<file path="config.mk">
export PLATFORM = sky130hd
export DESIGN_NAME = meas_wr_arbiter
export DESIGN_NICKNAME = d
export VERILOG_FILES = /design/src/rtl/meas_arb_pkg.sv /design/src/rtl/rr_picker.sv /design/src/rtl/meas_wr_arbiter.sv
export SDC_FILE = /design/constraint.sdc
export NUM_CORES = 1
export LEC_CHECK = 0
export CORE_UTILIZATION = 32
export DETAILED_ROUTE_END_ITERATION = 16
export SLEW_MARGIN = 20
export SYNTH_ARGS = -nofsm -noshare
export SYNTH_HDL_FRONTEND = slang
export SYNTH_SLANG_ARGS = --single-unit
</file>
<file path="constraint.sdc">
create_clock -name clk_i -period 45 [get_ports clk_i]
set_input_delay 13.5 -clock clk_i [delete_from_list [all_inputs] [get_ports clk_i]]
set_output_delay 13.5 -clock clk_i [all_outputs]
set_load 0.02 [all_outputs]
</file>
<file path="src/rtl/meas_arb_pkg.sv">
// Shared constants and types for the measure-channel regfile write arbiter.
//   CHAN_NUM    : number of measure channels feeding the arbiter
//   DATA_W      : width of one measurement result
//   CHAN_W      : width of a channel index
//   chan_idx_t  : channel index type
//   meas_data_t : measurement result type
package meas_arb_pkg;

  localparam int CHAN_NUM = 5;
  localparam int DATA_W   = 64;
  localparam int CHAN_W   = $clog2(CHAN_NUM);

  typedef logic [CHAN_W-1:0] chan_idx_t;
  typedef logic [DATA_W-1:0] meas_data_t;

endpackage : meas_arb_pkg

</file>
<file path="src/rtl/rr_picker.sv">
// Combinational round-robin picker. It searches the request vector starting
// one position after the previous winner and wraps from N-1 back to 0.
// Ports:
//   req     : request vector, one bit per requester
//   last    : index of the previous winner
//   gnt_vld : at least one request is present
//   gnt_idx : index of the winning requester (0 when gnt_vld is low)
module rr_picker #(
  parameter int N     = 5,
  parameter int IDX_W = $clog2(N)
) (
  input  logic [N-1:0]     req,
  input  logic [IDX_W-1:0] last,
  output logic             gnt_vld,
  output logic [IDX_W-1:0] gnt_idx
);

  int cand;

  // Walk the N candidates in priority order; the first requester found wins.
  always_comb begin
    gnt_vld = 1'b0;
    gnt_idx = '0;
    cand    = 0;
    for (int i = 1; i <= N; i++) begin
      cand = (int'(last) + i) % N;
      if (!gnt_vld && req[cand]) begin
        gnt_vld = 1'b1;
        gnt_idx = IDX_W'(cand);
      end else begin
        gnt_vld = gnt_vld;
      end
    end
  end

endmodule : rr_picker

</file>
<file path="src/rtl/meas_wr_arbiter.sv">
// Shares the single regfile write port among the measure channels. Each
// one-cycle write pulse is parked in a per-channel slot; a round-robin
// scheduler drains one slot per clock. A pulse that finds its slot occupied
// and not draining is dropped and flagged in a sticky overflow bit.
// Ports:
//   clk_i, rst_i   : clock, asynchronous active-high reset
//   raw_wr_en_i    : per-channel write pulses
//   raw_wr_data_i  : per-channel results, valid with their pulse
//   clr_ovf_i      : synchronous clear of all overflow flags
//   reg_wr_en_o    : regfile write strobe
//   reg_wr_data_o  : regfile write data (holds when idle)
//   reg_wr_chan_o  : channel index of the write (holds when idle)
//   pend_o         : slot-occupied flags
//   ovf_o          : sticky overflow flags
//   busy_o         : at least one slot occupied
module meas_wr_arbiter #(
  parameter int CHAN_NUM = meas_arb_pkg::CHAN_NUM,
  parameter int DATA_W   = meas_arb_pkg::DATA_W
) (
  input  logic                             clk_i,
  input  logic                             rst_i,
  input  logic [CHAN_NUM-1:0]              raw_wr_en_i,
  input  logic [CHAN_NUM-1:0][DATA_W-1:0]  raw_wr_data_i,
  input  logic                             clr_ovf_i,
  output logic                             reg_wr_en_o,
  output logic [DATA_W-1:0]                reg_wr_data_o,
  output logic [$clog2(CHAN_NUM)-1:0]      reg_wr_chan_o,
  output logic [CHAN_NUM-1:0]              pend_o,
  output logic [CHAN_NUM-1:0]              ovf_o,
  output logic                             busy_o
);

  localparam int IDX_W = $clog2(CHAN_NUM);

  logic [CHAN_NUM-1:0] pend;
  logic [CHAN_NUM-1:0] pend_nxt;
  logic [CHAN_NUM-1:0] ovf;
  logic [CHAN_NUM-1:0] ovf_nxt;
  logic [CHAN_NUM-1:0] load;
  logic [CHAN_NUM-1:0] drain;
  logic [DATA_W-1:0]   slot_data [CHAN_NUM];
  logic [IDX_W-1:0]    last;
  logic                gnt_vld;
  logic [IDX_W-1:0]    gnt_idx;

  rr_picker #(
    .N     (CHAN_NUM),
    .IDX_W (IDX_W)
  ) u_picker (
    .req     (pend),
    .last    (last),
    .gnt_vld (gnt_vld),
    .gnt_idx (gnt_idx)
  );

  // Per-slot capture / drain / overflow decisions.
  always_comb begin
    pend_nxt = pend;
    ovf_nxt  = ovf;
    load     = '0;
    drain    = '0;
    for (int i = 0; i < CHAN_NUM; i++) begin
      drain[i] = gnt_vld && (gnt_idx == IDX_W'(i));
      // A slot draining this cycle counts as free, so a new pulse re-arms it.
      if (raw_wr_en_i[i] && (!pend[i] || drain[i])) begin
        load[i]     = 1'b1;
        pend_nxt[i] = 1'b1;
      end else if (drain[i]) begin
        pend_nxt[i] = 1'b0;
      end else begin
        pend_nxt[i] = pend[i];
      end
      // Set has priority over clear when both hit in the same cycle.
      if (raw_wr_en_i[i] && pend[i] && !drain[i]) begin
        ovf_nxt[i] = 1'b1;
      end else if (clr_ovf_i) begin
        ovf_nxt[i] = 1'b0;
      end else begin
        ovf_nxt[i] = ovf[i];
      end
    end
  end

  // Slot data registers; a dropped pulse leaves the old value untouched.
  always_ff @(posedge clk_i or posedge rst_i) begin
    if (rst_i) begin
      for (int i = 0; i < CHAN_NUM; i++) begin
        slot_data[i] <= '0;
      end
    end else begin
      for (int i = 0; i < CHAN_NUM; i++) begin
        if (load[i]) begin
          slot_data[i] <= raw_wr_data_i[i];
        end else begin
          slot_data[i] <= slot_data[i];
        end
      end
    end
  end

  // Scheduler state and registered regfile-side outputs.
  always_ff @(posedge clk_i or posedge rst_i) begin
    if (rst_i) begin
      pend          <= '0;
      ovf           <= '0;
      busy_o        <= 1'b0;
      last          <= IDX_W'(CHAN_NUM - 1);
      reg_wr_en_o   <= 1'b0;
      reg_wr_data_o <= '0;
      reg_wr_chan_o <= '0;
    end else begin
      pend   <= pend_nxt;
      ovf    <= ovf_nxt;
      busy_o <= |pend_nxt;
      if (gnt_vld) begin
        reg_wr_en_o   <= 1'b1;
        reg_wr_data_o <= slot_data[gnt_idx];
        reg_wr_chan_o <= gnt_idx;
        last          <= gnt_idx;
      end else begin
        // Data and index keep their last values while idle.
        reg_wr_en_o <= 1'b0;
      end
    end
  end

  assign pend_o = pend;
  assign ovf_o  = ovf;

endmodule : meas_wr_arbiter

</file>
==> metrics.cfg <==
[synthesis]
synth-seq-area-share=0.538
netlist_instances=1410
synth-main-ff-cell=dfrtp_1
synth_async_sr_flop_share=1.00
ys_ff_latch=400
syn_area_mm2=0.0186
synth.distinct_cells=84
synth_area_leaders=dfrtp_1 (54%), mux2_2 (14%), mux2_1 (7.3%), mux2i_1 (4.1%), a22oi_1 (2.7%)
synth_top_area_frac=0.536
postSynthAreaPerCell_um2=13.2
yosysTopAreaCell=dfrtp_1
yosys_warnings=0
post-synth-top-count-cell=dfrtp_1
synth_edf_count=0
syn_nets=1759
synth_common_cells=dfrtp_1 (399), mux2_2 (235), mux2_1 (120), mux2i_1 (77), a22oi_1 (66)

[clock_tree]
path_clk_slew_ns=0.06
hold_buffers=0
clk_latency_ns=0.58
postCtsSetupRepairBufs=0
cts_root_buffer=clkbuf_16
cts_resized=0
htree_levels=2
numCtsBuffers=46
cts.sinks=400
cts_buffer_depth=3
tritoncts=built

[worst_setup_path]
reg2reg_depth=22
start_kind=input port
end_kind=async pin
cp_data_arrival_time_ns=16.38
crit_fanout=112
path_class=in2async
required_ns=45.55

[floorplan]
start_util=0.323
coreArea_mm2=0.0576
die-width_um=243
die_area_mm2=0.0591
die_h_um=243
ios=407
num_rows=88

[sta]
fin_tns_setup_ns=0
max_freq_ghz=0.0632
rsz0062_at_grt=no
worst_slew_pin_slew_ns=1.14
fin_worst_skew_ns=0.0219
holdWs_ns=0.482
finalCriticalPeriod_ns=15.83
period_share=0.352
hold_viol_final=0
slew_violations=0
fin_ws_ns=29.17
slew_headroom=0.240
finalSetupViolations=0

[cells_and_area]
fin_cells=2589
drive_gt1_frac=0.194
fin_nets=2139
areaGrowthSynthToFinish_pct=33.5

[placed_design]
hpwl_mm=38.8
dp_slack_ns=28.41
dp_cells=2507
port_buffers=406
place_congestion=0.892

[global_route]
grt_first_pass_wirelength_mm=89.9
track_usage=0.200
overflow=0
grt_max_degree=113
first_global_vias=14500
antenna_found_initial=18

[hold_path]
whs_path_depth=1
min_path_type=reg2reg

[drt]
wire_per_inst_um=23.0
firstDrtPassIters=5
ant_nets=0
drt_iter0_drc=680
wirelength_mm=59.4
route.vias.total=13500
drcViolationCount=0
viasPerCell=5.22

[flow_run]
max_cap_viol_count=0

[status]
outcome=completed

-- sequential cells by signal, indices dropped and copies added (netlist names) --
name           count
busy_o             1
ovf_o              5
reg_wr_data_o     64
pend_o             5
last               1
reg_wr_en_o        1
slot_data        320
reg_wr_chan_o      3
-- layout make-up --
type                    instances  area, µm²
inverters                      23       93.8
fillers                      5320      32700
repair buffers                429       4280
flip-flops and latches        400      10000
multi-input cells             890       8090
clock inverters                 9        106
well taps                     765        957
diodes                          4       10.0
clock buffers                  69       1310
-- placed cells by master, fill, tap and decap left out, types with 19 or more instances in the layout --
cell type / count
o221ai_1: 32
a21oi_1: 51
a22oi_1: 66
buf_4: 19
clkdlybuf4s50_1: 406
o21ai_0: 19
dfrtp_1: 399
mux2i_1: 77
mux2_2: 235
nor2_1: 52
nand2_1: 25
clkbuf_16: 46
a221oi_1: 32
ha_1: 21
mux2_1: 120
-- worst max-delay path, cell delays in order --
cell and delay (ns):
clkdlybuf4s50_1 0.50, inv_8 0.54, buf_4 0.78, buf_4 0.88
-- final timing paths --
| path | start | to | slack [ns] |
|---|---|---|---|
| hold reg to reg | slot_data[302] | slot_data[302] | 0.48 |
| max in group clk_i | reg_wr_chan_o[1] | reg_wr_chan_o[1] | 29.48 |
| hold / removal | slot_data[302] | slot_data[302] | 0.48 |
| min in group asynchronous | rst_i | slot_data[87] | 13.45 |
| setup / recovery | rst_i | reg_wr_data_o[38] | 29.17 |
| setup reg to reg | reg_wr_chan_o[1] | slot_data[21] | 37.33 |
-- per-layer routing --
layer | wire length, µm | GRT usage | up-vias
li1 | - | - | 6034
met1 | 25000 | 0.250 | 6955
met2 | 28200 | 0.330 | 391
met3 | 4430 | 0.0646 | 115
met4 | 1600 | 0.0559 | 26
met5 | 162 | 0 | -
-- per-stage QoR --
step	cell area [µm²]	utilization
after floorplan	18600	-
after global placement	23400	0.406
after detailed placement	23400	0.407
after CTS	24800	0.431
after global routing	24900	0.432
final	24900	0.432
-- kinds of logic (layout without fill, tap and decap cells) --
| kind of cell | Yosys count | after routing | share of synthesized area |
|---|---|---|---|
| flip-flops | 400 | 400 | 0.538 |
| adder cells (fa/ha/maj) | 22 | 22 | 0.0147 |
| other | 0 | 4 | 0 |
| buffers and inverters | 120 | 530 | 0.0323 |
| XOR/XNOR | 11 | 11 | 0.00598 |
| multiplexers | 434 | 434 | 0.258 |
| AND/OR/NAND/NOR | 152 | 152 | 0.0416 |
| AO/OA/AOI/OAI | 271 | 271 | 0.110 |
Power is left out: the tool's default activity adds up to more than one toggle a clock period on the data nets, which glitch-free logic cannot reach.
